--- config.mk ---
export PLATFORM = sky130hd
export DESIGN_NAME = control_unit
export DESIGN_NICKNAME = d
export VERILOG_FILES = /design/src/rtl/control_unit.sv
export SDC_FILE = /design/constraint.sdc
export NUM_CORES = 1
export LEC_CHECK = 0
export ABC_AREA = 1
export ABC_CLOCK_PERIOD_IN_PS = 1700
export CAP_MARGIN = 15
export CORE_UTILIZATION = 30
export CTS_CLUSTER_DIAMETER = 40
export CTS_CLUSTER_SIZE = 40
export DETAILED_ROUTE_END_ITERATION = 7
export GPL_TIMING_DRIVEN = 0
export SYNTH_ARGS = -nofsm -noshare
export SYNTH_HDL_FRONTEND = slang
export SYNTH_SLANG_ARGS = --single-unit
--- constraint.sdc ---
create_clock -name Clk -period 1.7 [get_ports Clk]
set_input_delay 0.51 -clock Clk [delete_from_list [all_inputs] [get_ports Clk]]
set_output_delay 0.51 -clock Clk [all_outputs]
set_load 0.01 [all_outputs]
--- src/rtl/control_unit.sv ---
// control_unit: Moore sequencer for the 8-bit data path.
// Walks fetch/decode/execute one instruction at a time, drives every data path
// load/select strobe and the memory write enable. Outputs depend only on the
// current state and are held at zero while Reset is low.
module control_unit (
  input  logic       Clk,
  input  logic       Reset,
  input  logic [7:0] IR,
  input  logic [3:0] CCR_Result,
  output logic       IR_Load,
  output logic       MAR_Load,
  output logic       PC_Load,
  output logic       PC_Inc,
  output logic       A_Load,
  output logic       B_Load,
  output logic [2:0] ALU_Sel,
  output logic       CCR_Load,
  output logic [1:0] Bus1_Sel,
  output logic [1:0] Bus2_Sel,
  output logic       write
);

  // Opcodes
  localparam logic [7:0] OP_LDA_IMM = 8'h86;
  localparam logic [7:0] OP_LDA_DIR = 8'h87;
  localparam logic [7:0] OP_LDB_IMM = 8'h88;
  localparam logic [7:0] OP_LDB_DIR = 8'h89;
  localparam logic [7:0] OP_STA_DIR = 8'h96;
  localparam logic [7:0] OP_STB_DIR = 8'h97;
  localparam logic [7:0] OP_ADD     = 8'h42;
  localparam logic [7:0] OP_SUB     = 8'h43;
  localparam logic [7:0] OP_AND     = 8'h44;
  localparam logic [7:0] OP_OR      = 8'h45;
  localparam logic [7:0] OP_INCA    = 8'h46;
  localparam logic [7:0] OP_BRA     = 8'h20;
  localparam logic [7:0] OP_BEQ     = 8'h23;

  // ALU operation codes
  localparam logic [2:0] ALU_ADD  = 3'b000;
  localparam logic [2:0] ALU_SUB  = 3'b001;
  localparam logic [2:0] ALU_AND  = 3'b010;
  localparam logic [2:0] ALU_OR   = 3'b011;
  localparam logic [2:0] ALU_INCA = 3'b100;

  // Bus source selects
  localparam logic [1:0] B1_PC  = 2'b00;
  localparam logic [1:0] B1_A   = 2'b01;
  localparam logic [1:0] B1_B   = 2'b10;
  localparam logic [1:0] B2_ALU = 2'b00;
  localparam logic [1:0] B2_B1  = 2'b01;
  localparam logic [1:0] B2_MEM = 2'b10;

  typedef enum logic [5:0] {
    S_FETCH_0   = 6'd0,
    S_FETCH_1   = 6'd1,
    S_FETCH_2   = 6'd2,
    S_DECODE_3  = 6'd3,
    S_LDA_IMM_4 = 6'd4,
    S_LDA_IMM_5 = 6'd5,
    S_LDA_IMM_6 = 6'd6,
    S_LDB_IMM_4 = 6'd7,
    S_LDB_IMM_5 = 6'd8,
    S_LDB_IMM_6 = 6'd9,
    S_LDA_DIR_4 = 6'd10,
    S_LDA_DIR_5 = 6'd11,
    S_LDA_DIR_6 = 6'd12,
    S_LDA_DIR_7 = 6'd13,
    S_LDA_DIR_8 = 6'd14,
    S_LDB_DIR_4 = 6'd15,
    S_LDB_DIR_5 = 6'd16,
    S_LDB_DIR_6 = 6'd17,
    S_LDB_DIR_7 = 6'd18,
    S_LDB_DIR_8 = 6'd19,
    S_STA_DIR_4 = 6'd20,
    S_STA_DIR_5 = 6'd21,
    S_STA_DIR_6 = 6'd22,
    S_STA_DIR_7 = 6'd23,
    S_STB_DIR_4 = 6'd24,
    S_STB_DIR_5 = 6'd25,
    S_STB_DIR_6 = 6'd26,
    S_STB_DIR_7 = 6'd27,
    S_ADD_4     = 6'd28,
    S_SUB_4     = 6'd29,
    S_AND_4     = 6'd30,
    S_OR_4      = 6'd31,
    S_INCA_4    = 6'd32,
    S_BRA_4     = 6'd33,
    S_BRA_5     = 6'd34,
    S_BRA_6     = 6'd35,
    S_BEQ_SKIP_4 = 6'd36
  } state_t;

  state_t r_state;
  state_t w_next_state;

  // Only the Z flag steers control flow; the remaining flags are not needed here.
  logic w_unused_flags;
  assign w_unused_flags = ^{CCR_Result[3], CCR_Result[1:0]};

  // State register: reset parks the sequencer at the start of fetch.
  always_ff @(posedge Clk or negedge Reset) begin
    if (!Reset) begin
      r_state <= S_FETCH_0;
    end else begin
      r_state <= w_next_state;
    end
  end

  // Next-state logic: linear chains per instruction, decode dispatches on IR.
  always_comb begin
    w_next_state = S_FETCH_0;
    case (r_state)
      S_FETCH_0:   w_next_state = S_FETCH_1;
      S_FETCH_1:   w_next_state = S_FETCH_2;
      S_FETCH_2:   w_next_state = S_DECODE_3;
      S_DECODE_3: begin
        case (IR)
          OP_LDA_IMM: w_next_state = S_LDA_IMM_4;
          OP_LDB_IMM: w_next_state = S_LDB_IMM_4;
          OP_LDA_DIR: w_next_state = S_LDA_DIR_4;
          OP_LDB_DIR: w_next_state = S_LDB_DIR_4;
          OP_STA_DIR: w_next_state = S_STA_DIR_4;
          OP_STB_DIR: w_next_state = S_STB_DIR_4;
          OP_ADD:     w_next_state = S_ADD_4;
          OP_SUB:     w_next_state = S_SUB_4;
          OP_AND:     w_next_state = S_AND_4;
          OP_OR:      w_next_state = S_OR_4;
          OP_INCA:    w_next_state = S_INCA_4;
          OP_BRA:     w_next_state = S_BRA_4;
          OP_BEQ: begin
            // Taken branch reuses the BRA path; not taken just steps over the operand.
            if (CCR_Result[2]) begin
              w_next_state = S_BRA_4;
            end else begin
              w_next_state = S_BEQ_SKIP_4;
            end
          end
          default:    w_next_state = S_FETCH_0;  // illegal opcode behaves as NOP
        endcase
      end
      S_LDA_IMM_4: w_next_state = S_LDA_IMM_5;
      S_LDA_IMM_5: w_next_state = S_LDA_IMM_6;
      S_LDB_IMM_4: w_next_state = S_LDB_IMM_5;
      S_LDB_IMM_5: w_next_state = S_LDB_IMM_6;
      S_LDA_DIR_4: w_next_state = S_LDA_DIR_5;
      S_LDA_DIR_5: w_next_state = S_LDA_DIR_6;
      S_LDA_DIR_6: w_next_state = S_LDA_DIR_7;
      S_LDA_DIR_7: w_next_state = S_LDA_DIR_8;
      S_LDB_DIR_4: w_next_state = S_LDB_DIR_5;
      S_LDB_DIR_5: w_next_state = S_LDB_DIR_6;
      S_LDB_DIR_6: w_next_state = S_LDB_DIR_7;
      S_LDB_DIR_7: w_next_state = S_LDB_DIR_8;
      S_STA_DIR_4: w_next_state = S_STA_DIR_5;
      S_STA_DIR_5: w_next_state = S_STA_DIR_6;
      S_STA_DIR_6: w_next_state = S_STA_DIR_7;
      S_STB_DIR_4: w_next_state = S_STB_DIR_5;
      S_STB_DIR_5: w_next_state = S_STB_DIR_6;
      S_STB_DIR_6: w_next_state = S_STB_DIR_7;
      S_BRA_4:     w_next_state = S_BRA_5;
      S_BRA_5:     w_next_state = S_BRA_6;
      // Last execute states and any unreachable encoding return to fetch.
      default:     w_next_state = S_FETCH_0;
    endcase
  end

  // Output decode: strobes from state only, all forced low while Reset is asserted.
  always_comb begin
    IR_Load  = 1'b0;
    MAR_Load = 1'b0;
    PC_Load  = 1'b0;
    PC_Inc   = 1'b0;
    A_Load   = 1'b0;
    B_Load   = 1'b0;
    ALU_Sel  = ALU_ADD;
    CCR_Load = 1'b0;
    Bus1_Sel = B1_PC;
    Bus2_Sel = B2_ALU;
    write    = 1'b0;
    if (Reset) begin
      case (r_state)
        // MAR <- PC
        S_FETCH_0, S_LDA_IMM_4, S_LDB_IMM_4, S_LDA_DIR_4, S_LDB_DIR_4,
        S_STA_DIR_4, S_STB_DIR_4, S_BRA_4: begin
          MAR_Load = 1'b1;
          Bus1_Sel = B1_PC;
          Bus2_Sel = B2_B1;
        end
        // PC <- PC + 1
        S_FETCH_1, S_LDA_IMM_5, S_LDB_IMM_5, S_LDA_DIR_5, S_LDB_DIR_5,
        S_STA_DIR_5, S_STB_DIR_5, S_BEQ_SKIP_4: begin
          PC_Inc = 1'b1;
        end
        S_FETCH_2: begin
          IR_Load  = 1'b1;
          Bus2_Sel = B2_MEM;
        end
        // MAR <- mem (direct address operand)
        S_LDA_DIR_6, S_LDB_DIR_6, S_STA_DIR_6, S_STB_DIR_6: begin
          MAR_Load = 1'b1;
          Bus2_Sel = B2_MEM;
        end
        S_LDA_IMM_6, S_LDA_DIR_8: begin
          A_Load   = 1'b1;
          Bus2_Sel = B2_MEM;
        end
        S_LDB_IMM_6, S_LDB_DIR_8: begin
          B_Load   = 1'b1;
          Bus2_Sel = B2_MEM;
        end
        S_STA_DIR_7: begin
          write    = 1'b1;
          Bus1_Sel = B1_A;
        end
        S_STB_DIR_7: begin
          write    = 1'b1;
          Bus1_Sel = B1_B;
        end
        S_ADD_4, S_SUB_4, S_AND_4, S_OR_4, S_INCA_4: begin
          A_Load   = 1'b1;
          CCR_Load = 1'b1;
          Bus1_Sel = B1_A;
          Bus2_Sel = B2_ALU;
          case (r_state)
            S_SUB_4:  ALU_Sel = ALU_SUB;
            S_AND_4:  ALU_Sel = ALU_AND;
            S_OR_4:   ALU_Sel = ALU_OR;
            S_INCA_4: ALU_Sel = ALU_INCA;
            default:  ALU_Sel = ALU_ADD;
          endcase
        end
        S_BRA_6: begin
          PC_Load  = 1'b1;
          Bus2_Sel = B2_MEM;
        end
        // Decode and memory-latency wait states drive nothing.
        S_DECODE_3, S_LDA_DIR_7, S_LDB_DIR_7, S_BRA_5: begin
          write = 1'b0;
        end
        default: begin
          write = 1'b0;
        end
      endcase
    end else begin
      write = 1'b0;
    end
  end

endmodule

[Yosys cells after proc, flatten, opt, wreduce, memory -nomap -nowiden]
Index checks and enable logic that the tools add are counted.
Operators by class
  shifts and indexed selects: 0
  bitwise operators: 0
  $add $sub $neg: 0
  multipliers: 0
  magnitude comparators: 0
  reductions and logical operators: 10
  divide/modulo/power cells: 0
  muxes and demuxes: 26
  equality and inequality tests: 49
Operators with widths (count)
  $pmux W6 S24: 1
  $eq A6 B5 Y1 const B: 16
  $pmux W6 S13: 1
  $eq A6 B4 Y1 const B: 8
  $eq A8 B8 Y1 const B: 6
  $eq A8 B7 Y1 const B: 5
  $eq A6 B6 Y1 const B: 5
  $eq A6 B3 Y1 const B: 4
  $eq A8 B6 Y1 const B: 2
  $mux W1: 16
  $reduce_or A8 Y1: 2
  $eq A6 B2 Y1 const B: 2
  $pmux W3 S4: 1
  $reduce_or A12 Y1: 1
  $reduce_or A10 Y1: 1
  $mux W3: 3
  $pmux W2 S2: 2
  $reduce_or A7 Y1: 1
  $eq A6 B1 Y1 const B: 1
  $logic_not A6 Y1: 1
  $reduce_or A6 Y1: 1
  $reduce_or A5 Y1: 1
  $mux W2: 2
  $reduce_or A2 Y1: 2
Storage, ports and cells
  memories kept: 0
  memory bits (read-only): 0
  register bits: 6
  bits in latches: 0
  logic and storage cells: 86
  bits in writable memories: 0
  output and inout port bits: 15
  input port bits: 14

[Longest topological paths before layout]
  depth after elaboration: 4
  gate-level depth with buffers: 10
  depth with buffers taken out: 10

[Worst setup path before layout]
OpenSTA, ideal clock, no wires.
  path kind: register to output
  start: register r_state[1]
  end: output port A_Load
  data required time: 1.190 ns
  setup slack: -0.007 ns
  buffers on the path: 0
  stages on the path, launching flop included: 8
  arrival time: 1.197 ns
  path through: dfrtp_1 nor2_4 inv_1 nor3_2 inv_1 nor2_2 nor2_1 o21ai_0
On the way
  word-level cells in the longest chain between the ends: 4
  elaborated cells on any way between the ends: 10
  classes of those cells: eq/ne (7); mux (2); reduce/logical (1)
Ends and longest elaborated chain
  from (decl): line 93  | state_t r_state;
  from (signal assigned): line 105  | r_state <= w_next_state;
  $eq A6 B6 Y1, or another cell as far along: line 180  | case (r_state)
  $reduce_or A7 Y1 (no source line) (*)
  $mux W1 (*): line 180
  $mux W1 (*): line 179  | if (Reset) begin
  to (decl): line 14  | output logic A_Load,
Mark *: on every way between the ends. The rest lies on a longest branch, timed or not.

[Worst setup path in the final report]
  start: register r_state[2]
  end: output port CCR_Load
On the way
  word-level cells in the longest chain between the ends: 4
  elaborated cells on any way between the ends: 8
  classes of those cells: eq/ne (5); mux (2); reduce/logical (1)
Ends and longest elaborated chain
  $eq A6 B6 Y1 / $eq A6 B5 Y1 (equally long branches): line 180
  $reduce_or A5 Y1 (*): line 180
  $mux W1 (*): line 180
  $mux W1 (*): line 179
  to (decl): line 17  | output logic CCR_Load,
Marks and branches as above.

==> flow_summary.ini <==
[route]
drtIter0Drc = 122
drc = 0
drtPass1Iterations = 4
ant_nets = 0
drt-wirelength-per-cell_um = 12.3
viasPerCell = 5.04
vias = 1581
finalWirelength_um = 3850

[timing]
final_hold_viol_count = 0
slew_headroom = 0.839
final-setup-viol-count = 15
period_minus_slack_ps = 2080
max_freq_mhz = 480
rsz0062_at_grt = true
whs_ps = 87.7
fin_ws_ps = -383
worst_pin_slew_ps = 240
maxSlewViolCount = 0
min_period_over_period = 1.23
fin_skew_ps = 5.79

[setup_path]
worstSetupStartpointType = register
ff2ff_path_depth = 11
worstPathRequired_ps = 1190
cp.arrival_ps = 1570
path_class = register to output pin
cp_max_fo = 4
r2r_slack_ps = 250
end_kind = output pin

[placed_design]
place_congestion = 0.896
post-dp-hpwl_um = 2560
numPortBuffers = 25
place_area_mm2 = 0.00142
dp_slack_ps = -1440

[cts]
clk_latency_ps = 220
clockBufferDepth = 2
numCtsBuffers = 3
htreeDepth = 1
clk_pin_slew_ps = 40
cts_tree = done
clock_sinks = 6
cts_root_buffer = clkbuf_8

[logic_synthesis]
yosysMostFrequentCell = nand2_1
syn-instance-count = 219
synth_top_area_share = 0.244
synth_top_area_cell = nand2_1
postSynth.asyncResetShare = 1.00
syn_area_per_cell_um2 = 5.06
ys.flop_type = dfrtp_1
synth_edf_count = 0
synth_area_leaders = nand2_1 (24%), nor2_1 (15%), dfrtp_1 (14%)
syn-num-nets = 233
synthTopCellsByCount = nand2_1 (72), nor2_1 (43), inv_1 (23)
syn-cell-area_mm2 = 0.00111
ys_seq_elements = 6
synth.distinct_cells = 24
yosysWarnings = 0
yosysSeqAreaShare = 0.135

[status]
status = finished with violations
violations = setup timing

[grt]
grtUsageMet3 = 0.0274
busiest_layer = met2
antenna_found_initial = 0
gr-usage-met2 = 0.327
grt_pass1_wl_um = 6190
grt_util_all_layers = 0.193
grt.met1_usage = 0.243
grt_max_degree = 12
grt_overflow = 0
grt_pass1_vias = 1485

[die]
coreArea_mm2 = 0.00344
start_util = 0.322
die_h_um = 62.8
io_pins = 29
placementRows = 21
die_x_um = 62.8
die_area_mm2 = 0.00394

[cells_and_area]
num_antenna_cells = 0
top_regs = r_state x6
area_delta_synth_final_pct = 62.8
finalNetCount = 284
fin_area_mm2 = 0.00180
drive_gt1_frac = 0.392
fin_util = 0.524
regMostFlops = r_state
largest_reg_flops = 6
n_fill_cell = 326

[hold_path]
min_path_type = input port to async pin

[power_and_ir_drop]
total_power_mw = 2.49
p_leak_nw = 0.979
ir_drop_v = 0.000391
p_per_area_mw_per_mm2 = 1380

[job]
cap_violations = 0
placed cells by master, fill, tap and decap left out, types with 4 or more instances in the layout:
| master | instances |
|---|---|
| nor2_1 | 39 |
| nor2_2 | 6 |
| nand3_2 | 5 |
| buf_4 | 12 |
| nand3_1 | 11 |
| inv_1 | 19 |
| nand4_1 | 5 |
| inv_2 | 10 |
| o21ai_0 | 4 |
| clkdlybuf4s50_1 | 7 |
| nand2_1 | 60 |
| o21ai_1 | 5 |
| nor2_4 | 7 |
| buf_6 | 10 |
| nand2_2 | 15 |
| buf_2 | 12 |
cell families (layout without fill, tap and decap cells):
family	after synthesis	count (layout)	synth area share
and+or+nand+nor	163	163	0.663
AOI/OAI and AO/OA	16	16	0.0801
DFF	6	6	0.135
buffers and inverters	34	83	0.122
area by class of cell:
class                   instances  area [um^2]  area share
plain buffers                   1         11.3     0.00624
clock buffers                   3         41.3      0.0229
inverters                      33          131      0.0728
multi-input cells             179         1010       0.559
flip-flops and latches          6          154      0.0853
well taps                      46         57.6      0.0319
repair buffers                 46          400       0.222
worst max-delay path, stage by stage (launching register included):
cell	delay, ps
dfrtp_2	460
inv_4	130
nand2_2	100
nor3_2	170
inv_1	70
nor2_2	110
nor2_2	60
inv_1	50
clkdlybuf4s15_2	210
power breakdown:
group / total (mW) / leakage, nW / switching (mW) / internal [mW]
sequential: 0.286 / 0.0750 / 0.0784 / 0.208
clock: 0.215 / 0.0216 / 0.0625 / 0.152
combinational: 1.99 / 0.882 / 1.18 / 0.805
per-stage QoR:
stage               cells  setup TNS [ps]
CTS                   310           -3260
finish                314           -4200
floorplan             219               0
global placement      290          -18090
global route          314           -5510
detailed placement    290          -18130
layer usage:
metal  wire length (um)  vias to the layer above  part of all wire
met5                  0                        -                 0
met4                153                        0             0.040
met3                249                       20             0.065
met2               1820                       65              0.47
met1               1630                      704              0.42
li1                   -                      792                 -
worst paths after layout:
path	from	to
setup / recovery	r_state[2]	CCR_Load
hold / removal	Reset	r_state[5]
setup reg to reg	r_state[0]	r_state[0]
hold reg to reg	r_state[5]	r_state[4]
max in group asynchronous	Reset	r_state[2]
min in group Clk	r_state[5]	r_state[4]
timing repair:
item,in CTS,in global routing
setup buffers,17,4
gates resized for setup,106,21
hold buffers,0,0
endpoints found under the setup margin,15,21
pin swaps,17,11
No activity file was read; power rests on OpenSTA's default activity.
==> RTL edit 1 (config.mk and constraints unchanged) <==
Register the output `PC_Inc`, with the module's reset; this adds one clock of latency there. The other outputs are not delayed to match.
--- a/src/rtl/control_unit.sv
+++ b/src/rtl/control_unit.sv
@@ -91,2 +91,4 @@
   } state_t;
+
+  logic PC_Inc_d;
 
@@ -170,3 +172,3 @@
     PC_Load  = 1'b0;
-    PC_Inc   = 1'b0;
+    PC_Inc_d = 1'b0;
     A_Load   = 1'b0;
@@ -190,3 +192,3 @@
         S_STA_DIR_5, S_STB_DIR_5, S_BEQ_SKIP_4: begin
-          PC_Inc = 1'b1;
+          PC_Inc_d = 1'b1;
         end
@@ -247,2 +249,10 @@
 
+  always_ff @(posedge Clk or negedge Reset) begin
+    if (!Reset) begin
+      PC_Inc <= '0;
+    end else begin
+      PC_Inc <= PC_Inc_d;
+    end
+  end
+
 endmodule
Behaviour: not the same (a bounded check fails within 4 cycles, from zero or initial values and one cycle with Reset low).
==> RTL edit 1 against the original RTL <==
- the run still ends with negative setup slack left
- wire length grew 37%
- fmax shrank 3.2%
- hold slack gained 0.041 ns
- final cell count grew 14%
- worst setup slack lost 0.069 ns
- non-clock buffer count grew 22
- total power shrank 2.5%
- clock power grew 9.8%
- synthesized area grew 4.0%
- sequential cell count grew 1
- synthesized cell count grew 8.2%
- final area grew 14%
- critical path depth grew 2
- largest power group unchanged
==> RTL edit 1: results (changes against the original RTL) <==
- Status: finished, violations left
- Failing checks: negative setup slack
- WHS: 0.129 ns (+0.0408 ns)
- 1st-pass router iterations: 7 (+3)
- Synth Warn #: 0 (unchanged)
- Via count: 1925 (+22%)
- Layout cell share with drive strength beyond 1: 0.390 (-0.00147)
- DP Wirelength: 2590 µm (+1.2%)
- R2R depth: 10 (-1)
- Placed cells: 310 (+6.9%)
- Non-clock buffering overhead: 0.276 (+0.0478)
- Area contributors post-synth: nand2_1, nor2_1, dfrtp_1, nand3_1, inv_1
- Setup-failing EPs final: 14 (-1)
- Seq area share: 0.0881 (+0.00285)
- Tightest Pin Transition: 0.319 ns (+0.0787 ns)
- CLK BUF: 4 (+1)
- Final wirelength: 5260 µm (+37%)
- Synth Net Count: 251 (+7.7%)
- Non-filler cells in the finished layout: 358 (+14%)
- Filler cells: 319 (-2.1%)
- R2R Path Start: r_state[5]
- Fraction of area in multi-input gates: 0.516 (-0.0428)
- Final nets: 325 (+14%)
- CP endpoint: MAR_Load
- Worst IR Drop VDD: 347 µV (-11%)
- Worst setup margin: -0.452 ns (-0.0689 ns)
- Commonest cells post-synth: nand2_1, nor2_1, inv_1
- Vias in the first global route: 1653 (+11%)
- Total track usage: 0.229 (+0.0365)
- CP Data Arrival Time: 1.64 ns (+0.07 ns)
- Clock skew: 0.00265 ns (-0.00315 ns)
- Clock sink count: 7 (+1)
- Largest net degree at the start of global routing: 15 (+3)
- Reg2Reg Setup Slack: 0.03 ns (-0.22 ns)
- Worst-case clock buffer depth: 2 (unchanged)
- Reg-to-reg endpoint: r_state[1]
- CP max FO: 5 (+1)
- Clk cell area share: 0.0219 (-0.00100)
- Compound-Gate Fraction of Synth Area: 0.0554 (-0.0248)
- Signal buffers: 69 (+47%)
- Synth cell types: 16 (-33%)
- Final RePlAce weighted congestion: 0.943 (+5.2%)
- First-pass GRT wire length: 7310 µm (+18%)
- Post-synthesis sequential area ratio: 0.152 (+0.0166)
- Multi-input comb cells: 197 (+10%)
- Post-Synthesis Cells: 237 (+8.2%)
- Static Leak: 1.18 nW (+20%)
RTL edit 1: cell types whose count changed after synthesis, moves of 2 or more:
| cell | unedited run | this run |
|---|---|---|
| nand2_1 | 72 | 99 |
| inv_1 | 23 | 29 |
| inv_2 | 9 | 4 |
| nand2_2 | 5 | 0 |
| nand3_1 | 18 | 23 |
| nor2_1 | 43 | 47 |
| o21ai_0 | 7 | 3 |
| a21oi_1 | 2 | 5 |
| nor3_1 | 4 | 1 |
| nand2_4 | 2 | 0 |
| nand3b_1 | 2 | 0 |
| nor2_4 | 2 | 4 |
RTL edit 1: repair_timing:
action,in CTS,in global routing
pin swaps,17,13
gates cloned,1,0
setup buffers,31,12
gates resized for setup,105,38
setup endpoints to repair,14,20
RTL edit 1: metal layers:
layer / GRT usage / part of all wire / vias up
met5: 0 / 0 / -
met4: 0.139 / 0.076 / 0
met3: 0.0482 / 0.11 / 55
met2: 0.386 / 0.47 / 155
met1: 0.263 / 0.35 / 837
li1: - / - / 878
RTL edit 1: critical path: stages, from the launching register on:
cell	delay, ns
dfrtp_2	0.47
inv_4	0.12
nand2_1	0.11
nor2_2	0.21
nand2_2	0.09
nand2_1	0.09
nor2_2	0.03
nand2_1	0.05
nand2_1	0.06
nand2_1	0.06
buf_2	0.12
RTL edit 1: metrics by stage:
step                setup WS, ns  TNS, ns   util  instance area [µm²]
finish                    -0.452    -5.00  0.562                 2060
global route              -0.531    -5.91  0.562                 2060
CTS                       -0.330    -3.35  0.509                 1860
detailed placement         -1.25   -16.21  0.401                 1470
global placement           -1.27   -16.34  0.401                 1470
floorplan                0.00679        0      -                 1160
RTL edit 1: power by group:
part	leakage, nW	switching, mW	internal, mW
combinational	1.07	1.08	0.782
clock	0.0228	0.0735	0.162
sequential	0.0858	0.0957	0.232
==> RTL edit 2 (config.mk and constraints unchanged) <==
Made on the original files. Reset style: synchronous (`Reset`), changed in one clocked block.
--- a/src/rtl/control_unit.sv
+++ b/src/rtl/control_unit.sv
@@ -100,3 +100,3 @@
   // State register: reset parks the sequencer at the start of fetch.
-  always_ff @(posedge Clk or negedge Reset) begin
+  always_ff @(posedge Clk) begin
     if (!Reset) begin
Check against the original RTL: no difference found for any inputs over 10 cycles, from zero or initial values and one cycle with Reset low; that may be too few to reach the edited logic, so the function may still have changed.
==> RTL edit 2 against the original RTL <==
- the run still ends with negative setup slack left
- sequential share of layout area shrank 0.57 points
- fmax decreased by 1.1%
- sequential cell count unchanged
- wire length rose by 4.4%
- final area shrank 0.62%
- global-route usage rose by 3.0 points
- synthesized area fell by 8.0%
- worst setup slack got worse by 0.023 ns
- synthesized cell count is 0.91% lower
- critical endpoint is now MAR_Load
Power is left out: it rests on default switching activity, and per cell area and clock period it moved more than threefold.
==> RTL edit 2: results (changes against the original RTL) <==
- Final nets: 290 (+2.1%)
- Reg2Reg Setup Slack: 0.17 ns (-0.08 ns)
- R2R depth: 10 (-1)
- CTS Root Buffer Type: clkbuf_4
- Setup-failing EPs final: 15 (unchanged)
- Vias in the first global route: 1422 (-4.2%)
- Status: finished, violations left
- DRT iter0 DRCs: 104 (-15%)
- Met3 routed WL: 271 µm (+8.8%)
- R2R Path Start: r_state[2]
- Synth cell types: 17 (-29%)
- Tightest Pin Transition: 0.361 ns (+0.121 ns)
- GRT met1 Usage: 0.239 (-0.00375)
- CP endpoint: MAR_Load
- Synth Net Count: 231 (-0.86%)
- Clock latency on the worst-skew pair: 0.24 ns (+0.02 ns)
- First-pass GRT wire length: 6150 µm (-0.68%)
- Failing checks: negative setup slack
- Worst hold path class: register to register
- Layout cell share with drive strength beyond 1: 0.420 (+0.0279)
- Worst setup margin: -0.406 ns (-0.0231 ns)
- Routed len/inst: 12.6 µm (+3.1%)
- Final RePlAce weighted congestion: 0.920 (+2.7%)
- Post-synthesis sequential area ratio: 0.118 (-0.0176)
- Most used flip-flop cell after synthesis: dfxtp_1
-- RTL edit 2: changes by cell type in the layout (fill, tap and decap cells not counted), sizes merged, moves of 3 or more --
cell	unedited run	this run
dfxtp	0	6
o21ai	11	7
inv	32	27
buf	35	45
nand3	19	22
a21oi	2	10
nand4	5	1
nor2	52	56
dfrtp	6	0
-- RTL edit 2: final cells by class --
| type | instances | area [µm²] |
|---|---|---|
| Timing Repair Buffer | 54 | 437 |
| Tap cell | 44 | 55.1 |
| Sequential cell | 6 | 143 |
| Fill cell | 294 | 1340 |
| Clock buffer | 3 | 22.5 |
| Buffer | 1 | 11.3 |
| Multi-Input combinational cell | 183 | 1010 |
| Inverter | 27 | 116 |
-- RTL edit 2: through the flow --
step	setup WS [ns]	utilization	setup TNS [ns]	instances
2_1_floorplan	0.0333	-	0	217
3_3_place_gp	-0.969	0.424	-14.58	286
3_5_place_dp	-0.986	0.424	-14.53	286
4_1_cts	-0.303	0.522	-2.24	311
5_1_grt	-0.477	0.573	-3.69	318
6_report	-0.406	0.573	-2.66	318
-- RTL edit 2: critical path: stages (launching register included) --
cell	delay, ns
dfxtp_4	0.37
inv_4	0.10
nand2_1	0.12
nor2_2	0.14
nand2_1	0.12
nand2_2	0.12
nor2_4	0.06
a31oi_1	0.16
buf_2	0.16
-- RTL edit 2: repair_timing --
action | in CTS | in global routing
cloned | 0 | 0
pin swaps | 22 | 21
buffers inserted | 22 | 7
resized for setup | 129 | 33
setup endpoints to repair | 17 | 20
-- RTL edit 2: cell families after synthesis --
kind of cell / count (synthesis) / synth area share
flip-flops: 6 / 0.118
AND/OR/NAND/NOR: 164 / 0.680
buffers and inverters: 28 / 0.103
AO/OA/AOI/OAI: 19 / 0.0994
